$ cat src/rtl/seg_pkg.sv
// Shared constants, hex glyph table and scan FSM state type for the seven-segment scanner.
package seg_pkg;

  localparam int unsigned NUM_DIGITS = 4;
  localparam logic [6:0]  SEG_OFF    = 7'h7F;

  // Active-low glyphs, bit order {g,f,e,d,c,b,a}.
  localparam logic [6:0] GLYPH_0 = 7'h40;
  localparam logic [6:0] GLYPH_1 = 7'h79;
  localparam logic [6:0] GLYPH_2 = 7'h24;
  localparam logic [6:0] GLYPH_3 = 7'h30;
  localparam logic [6:0] GLYPH_4 = 7'h19;
  localparam logic [6:0] GLYPH_5 = 7'h12;
  localparam logic [6:0] GLYPH_6 = 7'h02;
  localparam logic [6:0] GLYPH_7 = 7'h78;
  localparam logic [6:0] GLYPH_8 = 7'h00;
  localparam logic [6:0] GLYPH_9 = 7'h10;
  localparam logic [6:0] GLYPH_A = 7'h08;
  localparam logic [6:0] GLYPH_B = 7'h03;
  localparam logic [6:0] GLYPH_C = 7'h46;
  localparam logic [6:0] GLYPH_D = 7'h21;
  localparam logic [6:0] GLYPH_E = 7'h06;
  localparam logic [6:0] GLYPH_F = 7'h0E;

  typedef enum logic {StShow, StBlank} state_e;

endpackage

$ cat src/rtl/seg_hex_decode.sv
// Combinational nibble to active-low seven-segment glyph decoder.
module seg_hex_decode
  import seg_pkg::*;
(
  input  logic [3:0] nibble,
  output logic [6:0] glyph
);

  always_comb begin
    glyph = SEG_OFF;
    unique case (nibble)
      4'h0: glyph = GLYPH_0;
      4'h1: glyph = GLYPH_1;
      4'h2: glyph = GLYPH_2;
      4'h3: glyph = GLYPH_3;
      4'h4: glyph = GLYPH_4;
      4'h5: glyph = GLYPH_5;
      4'h6: glyph = GLYPH_6;
      4'h7: glyph = GLYPH_7;
      4'h8: glyph = GLYPH_8;
      4'h9: glyph = GLYPH_9;
      4'hA: glyph = GLYPH_A;
      4'hB: glyph = GLYPH_B;
      4'hC: glyph = GLYPH_C;
      4'hD: glyph = GLYPH_D;
      4'hE: glyph = GLYPH_E;
      4'hF: glyph = GLYPH_F;
      default: glyph = SEG_OFF;
    endcase
  end

endmodule

$ cat src/rtl/seg_scan_ctrl.sv
// Four-digit multiplexed seven-segment scanner with frame-synchronous value commit.
// Define SEG_LEADING_ZERO_BLANK_EN to blank leading zero digits 3..1.
module seg_scan_ctrl
  import seg_pkg::*;
#(
  parameter int unsigned TICK_DIV     = 10000,
  parameter int unsigned BLANK_CYCLES = 16
) (
  input  logic        clk,
  input  logic        rst,
  input  logic [15:0] val_in,
  input  logic [3:0]  dp_in,
  input  logic        val_load,
  output logic        busy,
  input  logic [3:0]  digit_en,
  output logic [3:0]  an,
  output logic [6:0]  seg,
  output logic        dp,
  output logic        frame_done
);

  localparam int unsigned TickW  = (TICK_DIV > 1) ? $clog2(TICK_DIV) : 1;
  localparam int unsigned BlankW = (BLANK_CYCLES > 1) ? $clog2(BLANK_CYCLES) : 1;
  localparam logic [TickW-1:0]  TickLast  = TickW'(TICK_DIV - 1);
  localparam logic [BlankW-1:0] BlankLast = BlankW'(BLANK_CYCLES - 1);

  state_e                   state_q;
  logic [1:0]               idx_q;
  logic [TickW-1:0]         tick_cnt_q;
  logic [BlankW-1:0]        blank_cnt_q;
  logic [15:0]              disp_val_q, pend_val_q;
  logic [NUM_DIGITS-1:0]    disp_dp_q, pend_dp_q;
  logic                     busy_q, frame_done_q;
  logic [NUM_DIGITS-1:0]    an_q;
  logic [6:0]               seg_q;
  logic                     dp_q;

  logic                     tick_done, blank_done, frame_edge;
  logic [3:0]               nibble;
  logic [6:0]               glyph;
  logic [NUM_DIGITS-1:0]    lz_blank;
  logic [NUM_DIGITS-1:0]    an_d;
  logic [6:0]               seg_d;
  logic                     dp_d;

  assign tick_done  = (state_q == StShow) && (tick_cnt_q == TickLast);
  assign blank_done = (state_q == StBlank) && (blank_cnt_q == BlankLast);
  assign frame_edge = blank_done && (idx_q == 2'd3);

  assign nibble = disp_val_q[{idx_q, 2'b00} +: 4];

  seg_hex_decode u_decode (
    .nibble (nibble),
    .glyph  (glyph)
  );

`ifdef SEG_LEADING_ZERO_BLANK_EN
  logic [NUM_DIGITS-1:0] nib_zero;
  assign nib_zero = {disp_val_q[15:12] == 4'h0, disp_val_q[11:8] == 4'h0,
                     disp_val_q[7:4] == 4'h0, disp_val_q[3:0] == 4'h0};
  // A digit blanks only if it and every higher digit are zero; digit 0 always shows.
  assign lz_blank = {nib_zero[3], &nib_zero[3:2], &nib_zero[3:1], 1'b0};
`else
  assign lz_blank = '0;
`endif

  always_comb begin
    an_d  = 4'hF;
    seg_d = SEG_OFF;
    dp_d  = 1'b1;
    if (state_q == StShow && digit_en[idx_q]) begin
      an_d[idx_q] = 1'b0;
      seg_d       = lz_blank[idx_q] ? SEG_OFF : glyph;
      dp_d        = ~disp_dp_q[idx_q];
    end
  end

  always_ff @(posedge clk or negedge rst) begin
    if (!rst) begin
      state_q      <= StBlank;
      idx_q        <= 2'd3;
      tick_cnt_q   <= '0;
      blank_cnt_q  <= '0;
      disp_val_q   <= '0;
      disp_dp_q    <= '0;
      pend_val_q   <= '0;
      pend_dp_q    <= '0;
      busy_q       <= 1'b0;
      frame_done_q <= 1'b0;
      an_q         <= 4'hF;
      seg_q        <= SEG_OFF;
      dp_q         <= 1'b1;
    end else begin
      frame_done_q <= frame_edge;
      an_q         <= an_d;
      seg_q        <= seg_d;
      dp_q         <= dp_d;

      unique case (state_q)
        StShow: begin
          if (tick_done) begin
            tick_cnt_q <= '0;
            state_q    <= StBlank;
          end else begin
            tick_cnt_q <= tick_cnt_q + TickW'(1);
          end
        end
        StBlank: begin
          if (blank_done) begin
            blank_cnt_q <= '0;
            idx_q       <= idx_q + 2'd1;
            state_q     <= StShow;
          end else begin
            blank_cnt_q <= blank_cnt_q + BlankW'(1);
          end
        end
        default: state_q <= StBlank;
      endcase

      // Commit and capture are exclusive: commit needs busy, capture needs !busy.
      if (frame_edge && busy_q) begin
        disp_val_q <= pend_val_q;
        disp_dp_q  <= pend_dp_q;
        busy_q     <= 1'b0;
      end else if (!busy_q && val_load) begin
        pend_val_q <= val_in;
        pend_dp_q  <= dp_in;
        busy_q     <= 1'b1;
      end
    end
  end

  assign busy       = busy_q;
  assign frame_done = frame_done_q;
  assign an         = an_q;
  assign seg        = seg_q;
  assign dp         = dp_q;

endmodule

$ cat config.mk
export PLATFORM = sky130hd
export DESIGN_NAME = seg_scan_ctrl
export DESIGN_NICKNAME = d
export VERILOG_FILES = /design/src/rtl/seg_pkg.sv /design/src/rtl/seg_hex_decode.sv /design/src/rtl/seg_scan_ctrl.sv
export SDC_FILE = /design/constraint.sdc
export NUM_CORES = 1
export LEC_CHECK = 0
export BUFFER_PORTS_ARGS = -buffer_cell sky130_fd_sc_hd__buf_2
export CORE_MARGIN = 10
export CORE_UTILIZATION = 30
export CTS_BUF_LIST = sky130_fd_sc_hd__clkbuf_4
export DETAILED_ROUTE_END_ITERATION = 6
export GPL_TIMING_DRIVEN = 1
export PLACE_DENSITY = 0.47
export SYNTH_ARGS = -nofsm -noshare
export SYNTH_HDL_FRONTEND = slang
export SYNTH_SLANG_ARGS = --single-unit
$ cat constraint.sdc
create_clock -name clk -period 4.25 [get_ports clk]
set_input_delay 0.85 -clock clk [delete_from_list [all_inputs] [get_ports clk]]
set_output_delay 0.85 -clock clk [all_outputs]
set_load 0.01 [all_outputs]
-- Yosys cells after proc, flatten, opt, wreduce, memory -nomap -nowiden
Memories as Yosys holds them, arrays and structs flattened.
Index checks and enable logic that the tools add are counted.
- bits in registers: 75
- ROM bits: 112
- word-level logic and storage cells: 57
- input port bits: 27
- output and inout port bits: 14
- memories kept: 1
- memory list (name ; words ; bits a word ; rd ports ; clocked after memory_dff ; write ports ; RTL line ; source):
    (name not given) ; 16 ; 7 ; 1 ; 0 ; 0 ; seg_hex_decode.sv:11 ; unique case (nibble)
- add/subtract/negate cells: 3
- reduce and logical (&&, ||, !) cells: 11
- bitwise gates (word level): 4
- muxes and demuxes: 19
- shift operators: 1
- order comparisons: 2
- eq/ne operators: 3
- operators by type and width (cell ; count):
    indexed part select 16 x 5 -> 4 bit ; 1
    adder 14 x 1 -> 14 bit, second input constant ; 1
    equality test 14 bit, second input constant ; 1
    two-way mux 14 bit ; 1
    two-way mux 7 bit ; 2
    two-way mux 1 bit ; 9
    two-way mux 4 bit ; 2
    logical AND 1 bit ; 7
    binary-select mux 1 bit (select 2 bit) ; 3
    adder 4 x 1 -> 4 bit, second input constant ; 1
    equality test 4 bit, second input constant ; 1
    inverter 4 bit ; 1
    AND reduction 2 bit ; 2
    less-than comparator 2 x 3 -> 1 bit, second input constant ; 1
    inverter 1 bit ; 3
    adder 2 x 1 -> 2 bit, second input constant ; 1
    demux 1 bit (select 2 bit) ; 1
    equality test 2 bit, second input constant ; 1
    >= comparator 2 x 1 -> 1 bit, second input constant ; 1
    one-hot mux 1 bit (2 select lines) ; 1
    nonzero test 2 bit ; 1
    logical NOT 1 bit ; 1

-- Longest topological paths before layout
Gate-level depths: netlist (run 1).
- depth after elaboration: 6
- gate-level depth with buffers: 7
- depth with buffers taken out: 6

-- Modules after synthesis
From an unflattened synthesis (run 1), not the netlist that was laid out.
- cells, all modules: 256
- area, all modules: 3413.3 um^2
- modules (own cells, without submodules) (module ; times used ; seq. area each (um^2) ; cells each ; area an instance (um^2)):
    seg_scan_ctrl ; 1 ; 1895.6 ; 224 ; 3138.0
    seg_hex_decode ; 1 ; 0.0 ; 32 ; 275.3

-- Worst setup path after synthesis (run 1)
Ideal clock, no wire load.
- path type: register to register
- start point: register idx_q[0]
- end point: register seg_q[3], in the netlist seg[3]
- clock period less this slack: 2.161 ns
- slack: 2.089 ns
- buffers on the path: 1
- library setup time: 0.081 ns
- stages on the path, launching flop included: 8
- data required time: 4.169 ns
- data arrival time: 2.080 ns
- path through: dfstp_2 buf_6 mux4_2 inv_1 ha_1 inv_1 mux4_2 nand2b_1
- word-level cells in the longest chain between the ends: 4
- elaborated cells between the ends (all ways): 9
- those cells by class: shift (1); mux (6); reduce/logical (1); memory (1)
- RTL lines (element ; RTL line ; source):
    start, declared ; seg_scan_ctrl.sv:28 ; logic [1:0] idx_q;
    start signal, assigned ; seg_scan_ctrl.sv:111 ; idx_q <= idx_q + 2'd1;
    indexed part select 16 x 5 -> 4 bit (tied with other cells) ; seg_scan_ctrl.sv:50 ; assign nibble = disp_val_q[{idx_q, 2'b00} +: 4];
    memory (16 x 7 bit) (tied with other cells) ; - ;
    two-way mux 7 bit or logical AND 1 bit (tied branches) ; seg_scan_ctrl.sv:73, seg_scan_ctrl.sv:71 ;
    two-way mux 7 bit (*) ; seg_scan_ctrl.sv:71 ; if (state_q == StShow && digit_en[idx_q]) begin
    net seg_d[3] ; seg_scan_ctrl.sv:43 ; logic [6:0] seg_d;
    end signal, assigned ; seg_scan_ctrl.sv:96 ; seg_q <= seg_d;
    end, declared ; seg_scan_ctrl.sv:35 ; logic [6:0] seg_q;
Mark *: on every way through the listed nets, which the timed path passes. The rest lies on a longest branch. The select of a mux whose other input is x is not followed.
A chain may end at the register's enable or synchronous reset.

-- Worst setup path after layout (run 1)
Same ends and word-level chain as after synthesis.

==> reports/qor.yml, run 1 <==
syn2layout_area_growth_pct: 13.1
async_flop_share_pct: 100
die_w_um: 126
ir_worst_vdd_uv: 131
synth_top_area_share_pct: 44.5
die-area_um2: 15900
ctsResizeCount: 0
ys.flop_type: "dfrtp_1"
yosysWarnings: 0
crit_type: "flip-flop to flip-flop"
r2r_setup_slack_ps: 1840
cts-root-buf: "clkbuf_4"
crit_fanout: 10
drc_errors: 0
hold_viol_final: 0
gp_congestion: 0.744
seq_area_frac_synth_pct: 56.2
overflow: 0
hold_buffers: 0
slew_viol_final: 0
grt_max_degree: 76
grt_pass1_vias: 2180
clk-insertion-delay-late_ps: 420
rsz0062_at_grt: "false"
yosys_register_bits: 75
rr_worst_depth: 6
hp-class: "flip-flop to flip-flop"
p_total_mw: 1.20
critPathArrivalTime_ps: 2730
period_minus_slack_ps: 2410
slew-limit-headroom_pct: 28.4
ant_nets: 0
path_clk_slew_ps: 130
drt_first_iter_violations: 85
port-buffer-count: 40
antenna_cells: 0
rows: 38
wirelength_um: 6340
cts_tree: "built"
die_h_um: 126
vias_per_cell: 4.65
path_cells: "mux4_2, inv_1, ha_1, inv_1, mux4_2, nand2b_1"
core_area_um2: 10900
wl_per_cell_um: 14.4
p_per_area_nw_per_um2: 315
hold-path-endpoint: "disp_dp_q[2]"
yosysUniqueCellTypes: 40
start_util_pct: 30.8
syn_inst: 255
max_freq_mhz: 414
max-clock-path-buffers: 2
status: "completed"
slowest_delay_ps: 730
io_pins: 41
netlist_area_um2: 3370
grt_pass1_wl_um: 11000
cts.sinks: 75
crit_slowest_cell: "dfstp_2"
cp-end-kind: "flip-flop"
synth_area_leaders: "dfrtp_1 45%, mux2_2 13%, dfstp_2 12%, ha_1 4.8%, mux4_2 3.3%"
post_cts_buffers: 0
synth_edf_count: 0
first_pass_iters: 4
numCtsBuffers: 9
drv_cap: 0
r2r-start: "idx_q[0]"
fin_skew_ps: 16.2
antenna_found_initial: 0
yosysTopAreaCell: "dfrtp_1"
tightest_slew_ps: 1070
r2r-end: "seg[3]"
mostFrequentLayoutCells: "60 x dfrtp_1, 40 x mux2_2, 39 x buf_2"
layout_commonest_cell: "dfrtp_1"
power_leakage_nw: 1.66
synth.avg_cell_area_um2: 13.2
setup_viol: 0
whs_path_depth: 1
syn_nets: 295
final_nets: 336
drive_gt1_share_pct: 39.0
vias: 2045
cts.htree.levels: 3
worst_ep_required_time_ps: 4560
dp_hpwl_um: 4560
fin_crit_sh_pct: 56.8
grt_use_total_pct: 8.48
min-delay-start: "pend_dp_q[2]"
cp-start-kind: "flip-flop"
setup_tns_ps: 0
-- cell families after synthesis --
family	share of synthesized area (%)
buf+inv	2.71
flops	56.2
mux	19.6
fa+ha+maj	4.83
xor+xnor	3.12
simple gates	9.95
compound gates	3.60
-- state kept, by name, indices dropped and copies added, names as in the netlist, 4 cells and up --
register	cells
an	4
blank_cnt_q	4
disp_dp_q	4
disp_val_q	16
pend_dp_q	4
pend_val_q	16
seg	7
tick_cnt_q	14
-- worst max-delay path by stage --
stage | to | from | slack, ps
after floorplan | seg[3] | idx_q[0] | 2090
after global placement | seg[3] | idx_q[0] | 1870
after detailed placement | pend_val_q[8] | val_load | 1850
after CTS | seg[3] | idx_q[0] | 1810
after global routing | seg[3] | idx_q[0] | 1700
final | seg[3] | idx_q[0] | 1840
-- cells in the mapped netlist (5+ instances only) --
| cell type | instances |
|---|---|
| a21oi_1 | 6 |
| nand2_1 | 20 |
| mux2_2 | 40 |
| nand3_1 | 6 |
| xnor2_1 | 8 |
| clkbuf_1 | 6 |
| dfrtp_1 | 60 |
| dfstp_2 | 15 |
| nor2_1 | 13 |
| inv_1 | 10 |
| ha_1 | 13 |
| mux4_2 | 5 |
-- area by class of cell --
type / instances / area (um2)
inverter: 10 / 37.5
tap: 140 / 175
clock buffer: 9 / 67.6
sequential: 75 / 1900
multi-input combinational: 160 / 1390
clock inverter: 6 / 48.8
fill: 1118 / 7120
timing repair buffer: 40 / 203
-- stage by stage --
stage | util (%) | hold WS [ps] | cell area, um2 | std cells | setup slack (ps)
3_5_place_dp | 33.8 | 479 | 3700 | 425 | 1850
4_1_cts | 34.9 | 509 | 3810 | 440 | 1810
6_report | 34.9 | 500 | 3810 | 440 | 1840
2_1_floorplan | - | 454 | 3370 | 255 | 2090
5_1_grt | 34.9 | 532 | 3810 | 440 | 1700
3_3_place_gp | 33.8 | 471 | 3700 | 425 | 1870
-- critical path: cells and delay by family, from the launching register on --
family | cells | cell delay (ps)
mux | 2 | 1070
buf+inv | 2 | 190
flops | 1 | 730
simple gates | 1 | 170
fa+ha+maj | 1 | 150
-- report_power, final --
group / internal, mW / switching [mW]
registers: 0.744 / 0.0133
logic: 0.0307 / 0.0281
clock network: 0.123 / 0.262
total: 0.898 / 0.303
-- routing by layer --
layer  share of wire [%]  vias to the layer above  global-route usage, %
met5                   0                        -                      0
met4                 1.5                        0                   3.22
met3                 5.4                        9                   3.40
met2                  46                       43                   12.7
met1                  47                     1012                   10.7
li1                    -                      981                      -
No activity file was read; power rests on OpenSTA's default activity.
==> run 2, diff against run 1 <==
--- a/config.mk
+++ b/config.mk
@@ -5,13 +5,14 @@
 export SDC_FILE = /design/constraint.sdc
 export NUM_CORES = 1
 export LEC_CHECK = 0
+export ABC_AREA = 1
 export BUFFER_PORTS_ARGS = -buffer_cell sky130_fd_sc_hd__buf_2
 export CORE_MARGIN = 10
 export CORE_UTILIZATION = 30
 export CTS_BUF_LIST = sky130_fd_sc_hd__clkbuf_4
 export DETAILED_ROUTE_END_ITERATION = 6
 export GPL_TIMING_DRIVEN = 1
-export PLACE_DENSITY = 0.47
+export PLACE_DENSITY = 0.48
 export SYNTH_ARGS = -nofsm -noshare
 export SYNTH_HDL_FRONTEND = slang
 export SYNTH_SLANG_ARGS = --single-unit
==> constraint.sdc (replaced) <==
create_clock -name clk -period 1.97 [get_ports clk]
set_input_delay 0.394 -clock clk [delete_from_list [all_inputs] [get_ports clk]]
set_output_delay 0.394 -clock clk [all_outputs]
set_load 0.01 [all_outputs]
==> run 2 against run 1 <==
Fmax increased by 37%. Utilization decreased by 0.21 points. Count of clock-buffer cells in the layout unchanged. Clock power increased by 110%. Routed wire length increased by 22%. Non-clock buffer count increased by 13. Worst setup slack got worse by 1600 ps. Combinational power increased by 120%. Die area increased by 7.6%. Clock skew about the same. Sequential cell count unchanged. Largest cell class unchanged.
==> reports/qor.yml, run 2 <==
status: "completed"
syn2layout_area_growth_pct: 13.3
layout_commonest_cell: "nand2_1"
first_pass_iters: 4
mostFrequentLayoutCells: "119 x nand2_1, 60 x dfrtp_1, 59 x nand3_1"
cp-end-kind: "flip-flop"
slew_viol_final: 0
grt_pass1_vias: 2779
yosys_register_bits: 75
final_nets: 490
overflow: 0
synth_edf_count: 0
wirelength_um: 7730
async_flop_share_pct: 100
port-buffer-count: 40
vias_per_cell: 4.42
clk-insertion-delay-late_ps: 430
crit_type: "flip-flop to flip-flop"
seq_area_frac_synth_pct: 51.6
numCtsBuffers: 9
ir_worst_vdd_uv: 408
synth_top_area_share_pct: 40.9
period_minus_slack_ps: 1760
wl_per_cell_um: 12.8
start_util_pct: 30.6
antenna_found_initial: 0
grt_max_degree: 40
drc_errors: 0
p_per_area_nw_per_um2: 618
syn_nets: 439
io_pins: 41
synth_commonest_cells: "119 x nand2_1, 60 x dfrtp_1, 59 x nand3_1"
netlist_area_um2: 3670
dp_hpwl_um: 5830
worst_ep_required_time_ps: 2350
yosysWarnings: 0
power_leakage_nw: 2.11
rows: 40
crit_fanout: 21
synth.avg_cell_area_um2: 9.21
cts.htree.levels: 3
core_area_um2: 12000
die_w_um: 131
slew-limit-headroom_pct: 65.3
cts.sinks: 75
grt_pass1_wl_um: 13700
antenna_cells: 0
die_h_um: 131
rsz0062_at_grt: "false"
pre_cts_ws_ps: 165
setup_ws_ps: 208
tightest_slew_ps: 516
fin_skew_ps: 16.5
vias: 2662
max_freq_mhz: 568
yosysUniqueCellTypes: 29
drv_cap: 0
hold_viol_final: 0
setup_tns_ps: 0
fillers: 1278
ant_nets: 0
cp-start-kind: "flip-flop"
synth_area_leaders: "dfrtp_1 41%, nand2_1 12%, dfstp_2 11%, nand3_1 8.0%, mux2_2 6.1%"
syn_inst: 399
setup_viol: 0
fin_crit_sh_pct: 89.4
yosys.cell_count.top_type: "nand2_1"
max-clock-path-buffers: 2
ys.flop_type: "dfrtp_1"
drive_gt1_share_pct: 25.5
hp-class: "input port to flip-flop"
reg_top3: "disp_val_q (16), pend_val_q (16), tick_cnt_q (14)"
cts-root-buf: "clkbuf_4"
path_clk_slew_ps: 130
critPathArrivalTime_ps: 2140
grt_use_total_pct: 10.2
drt_first_iter_violations: 148
die-area_um2: 17100
yosysTopAreaCell: "dfrtp_1"
gp_congestion: 0.802
cts_tree: "built"
-- run 2: logic make-up after synthesis --
| family | share of synthesized area (%) |
|---|---|
| compound gates | 2.86 |
| xor+xnor | 1.67 |
| fa+ha+maj | 4.43 |
| buf+inv | 5.99 |
| flops | 51.6 |
| mux | 6.13 |
| simple gates | 27.3 |
-- run 2: repair_timing --
action | 4_1_cts | 5_1_grt
resized for setup | 0 | 0
hold endpoints to repair | 20 | 0
endpoints found under the setup margin | 0 | 4
buffers inserted | 0 | 1
hold buffers | 1 | 0
-- run 2: power by group --
part	total, mW	internal [mW]	switching (mW)
Clock	0.818	0.263	0.555
Combinational	0.131	0.0682	0.0628
Sequential	1.63	1.60	0.0265
Total	2.58	1.93	0.644
-- run 2: metrics by stage --
stage               instance area, um2  total power, mW  hold WS (ps)  instances  utilization [%]
global placement                  4030             1.79           407        584             33.5
finish                            4160             2.58           174        602             34.7
floorplan                         3670             1.70          98.4        399                -
detailed placement                4030             1.79           408        584             33.5
global route                      4160             2.74           115        602             34.7
CTS                               4160             2.64           132        601             34.6
-- run 2: layout make-up --
cell class	instances	area, um2	share of cell area, %
tap	147	184	4.42
inverter	28	105	2.52
clock buffer	9	67.6	1.62
sequential	75	1900	45.5
timing repair buffer	53	303	7.27
clock inverter	7	50.0	1.20
multi-input combinational	283	1560	37.4
-- run 2: critical path, cell delays in order (launching register included) --
cell     delay, ps
dfstp_2        630
buf_4          160
ha_1           160
nor3b_4        260
buf_4          290
nand3_1        120
nand2_1         90
-- run 2: path summary, 6_finish.rpt --
kind                            cells past startpoint              to  slack, ps     startpoint
worst max-delay path                                6    disp_dp_q[2]        210       idx_q[0]
worst min register to register                      2   disp_val_q[2]        490  disp_val_q[2]
worst min-delay path                                3            busy        170       val_load
min in group asynchronous                           2  tick_cnt_q[12]        470            rst
worst max register to register                      6    disp_dp_q[2]        210       idx_q[0]
max in group asynchronous                           3   disp_val_q[9]        910            rst
-- run 2: metal layers --
layer  GRT usage [%]  routed length (um)  part of all wire, %
met5               0                   0                    0
met4            4.25                 142                  1.8
met3            3.46                 329                  4.3
met2            15.9                3580                   46
met1            12.6                3670                   48
==> run 3, diff against run 2 <==
--- a/config.mk
+++ b/config.mk
@@ -6,13 +6,13 @@
 export NUM_CORES = 1
 export LEC_CHECK = 0
 export ABC_AREA = 1
-export BUFFER_PORTS_ARGS = -buffer_cell sky130_fd_sc_hd__buf_2
 export CORE_MARGIN = 10
 export CORE_UTILIZATION = 30
 export CTS_BUF_LIST = sky130_fd_sc_hd__clkbuf_4
 export DETAILED_ROUTE_END_ITERATION = 6
+export DONT_BUFFER_PORTS = 1
 export GPL_TIMING_DRIVEN = 1
-export PLACE_DENSITY = 0.48
+export PLACE_DENSITY_LB_ADDON = 0.2
 export SYNTH_ARGS = -nofsm -noshare
 export SYNTH_HDL_FRONTEND = slang
 export SYNTH_SLANG_ARGS = --single-unit
==> run 3 against run 2 <==
The run now ends with negative hold slack left. Final area decreased by 4.2%. First-iteration DRC count rose by 20%. Clock skew fell by 3.8 ps. Sequential share of layout area grew 2.0 points. Global-route usage decreased by 0.40 points. Utilization fell by 1.4 points. Worst setup slack worse by 9.4 ps. Largest cell class unchanged. Largest power group unchanged.
==> reports/qor.yml, run 3 (synthesis results as in run 2) <==
status: "finished with violations"
violations: "negative hold slack"
cts.sinks: 75
grt_use_total_pct: 9.79
setup_viol: 0
grt_pass1_wl_um: 13000
antenna_found_initial: 0
cts-root-buf: "clkbuf_4"
cp-start-kind: "flip-flop"
numCtsBuffers: 9
max_freq_mhz: 565
power_leakage_nw: 1.97
final_nets: 446
p_per_area_nw_per_um2: 708
fillers: 1269
clk-insertion-delay-late_ps: 440
critPathArrivalTime_ps: 2140
reg_top3: "disp_val_q (16), pend_val_q (16), tick_cnt_q (14)"
core_area_um2: 12000
drc_errors: 0
crit_fanout: 9
grtUsageMet1_pct: 11.3
port-buffer-count: 0
r2r_setup_slack_ps: 200
gp_congestion: 0.846
tightest_slew_ps: 551
layout.cells.non_filler: 559
cts_tree: "built"
ir_worst_vdd_uv: 448
path_clk_slew_ps: 130
grt.busiest_layer: "met2"
drive_gt1_share_pct: 18.5
mostFrequentLayoutCells: "117 x nand2_1, 60 x dfrtp_1, 59 x nand3_1"
r2r-start: "idx_q[0]"
grt_max_degree: 76
vias_per_cell: 4.60
worst_ep_required_time_ps: 2340
p_total_mw: 2.82
hold_viol_final: 75
grt_pass1_vias: 2621
max-clock-path-buffers: 2
multi_input_area_um2: 1560
die_w_um: 131
dp_hpwl_um: 5530
drt_first_iter_violations: 178
period_minus_slack_ps: 1770
rsz0062_at_grt: "false"
placed_cells: 540
layout_commonest_cell: "nand2_1"
cp-end-kind: "flip-flop"
slew_viol_final: 0
hp-class: "input port to asynchronous set/reset pin"
overflow: 0
fin_crit_sh_pct: 89.9
wirelength_um: 7610
slew-limit-headroom_pct: 63.0
syn2layout_area_growth_pct: 8.58
wl_per_cell_um: 13.6
rr_worst_depth: 10
setup_tns_ps: 0
die_h_um: 131
r2r-end: "seg[3]"
io_pins: 41
start_util_pct: 30.6
cts.htree.levels: 3
ant_nets: 0
die-area_um2: 17100
regArea_um2: 1900
rows: 40
hold_slack_ps: -365
first_pass_iters: 4
vias: 2574
grt_use_met3_pct: 4.43
drv_cap: 0
use_met2_pct: 15.5
crit_type: "flip-flop to flip-flop"
fin_skew_ps: 12.7
run 3: cell count changes in the layout (fill, tap and decap cells not counted), sizes merged:
cell	delta
clkinvlp	-1
inv	+1
diode	+1
bufinv	+2
clkinv	-3
dlygate4sd3	-1
clkbuf	+1
buf	-43
run 3: cell type report:
cell class / count / share of cell area [%]
Antenna cell: 1 / 0.0627
Clock buffer: 10 / 1.88
Clock inverter: 6 / 2.41
Inverter: 28 / 2.63
Multi-Input combinational cell: 283 / 39.2
Sequential cell: 75 / 47.5
Tap cell: 147 / 4.61
Timing Repair Buffer: 9 / 1.69
run 3: power by group:
group          switching, mW  total, mW  internal [mW]
logic                 0.0194     0.0581         0.0387
clock network          0.588       1.13          0.546
registers             0.0315       1.63           1.60
total                  0.639       2.82           2.19
run 3: how the worst max path moves through the flow:
| stage | end | depth (start not counted) | slack (ps) | from |
|---|---|---|---|---|
| 4_1_cts | seg[3] | 10 | 150 | idx_q[0] |
| 3_5_place_dp | seg[3] | 10 | 160 | idx_q[0] |
| 2_1_floorplan | seg[5] | 11 | 300 | idx_q[0] |
| 3_3_place_gp | seg[5] | 10 | 210 | idx_q[0] |
| 6_report | seg[3] | 10 | 200 | idx_q[0] |
| 5_1_grt | seg[3] | 10 | 30 | idx_q[0] |
run 3: routing by layer:
metal / wire length, um / vias to the layer above
met5: 0 / -
li1: - / 1315
met3: 552 / 15
met1: 3330 / 1188
met2: 3560 / 56
met4: 158 / 0
run 3: critical path, cell delays in order, from the launching register on:
cell	delay, ps
dfstp_2	640
inv_2	100
nand2_1	70
nand3_1	100
nand2_2	150
inv_1	90
ha_1	220
nand3_1	130
nand2_1	70
nand2_1	60
nand3_1	70
run 3: stage by stage:
step	worst slack [ps]	instance area [um2]	util [%]
2_1_floorplan	302	3670	-
3_3_place_gp	215	3800	31.6
3_5_place_dp	163	3800	31.6
4_1_cts	151	3970	33.0
5_1_grt	26.4	3990	33.2
6_report	199	3990	33.2
run 3: timing repair:
action / CTS / global route
endpoints found under the hold margin: 75 / 75
buffers inserted: 0 / 2
resized for setup: 0 / 2
setup endpoints to repair: 0 / 3
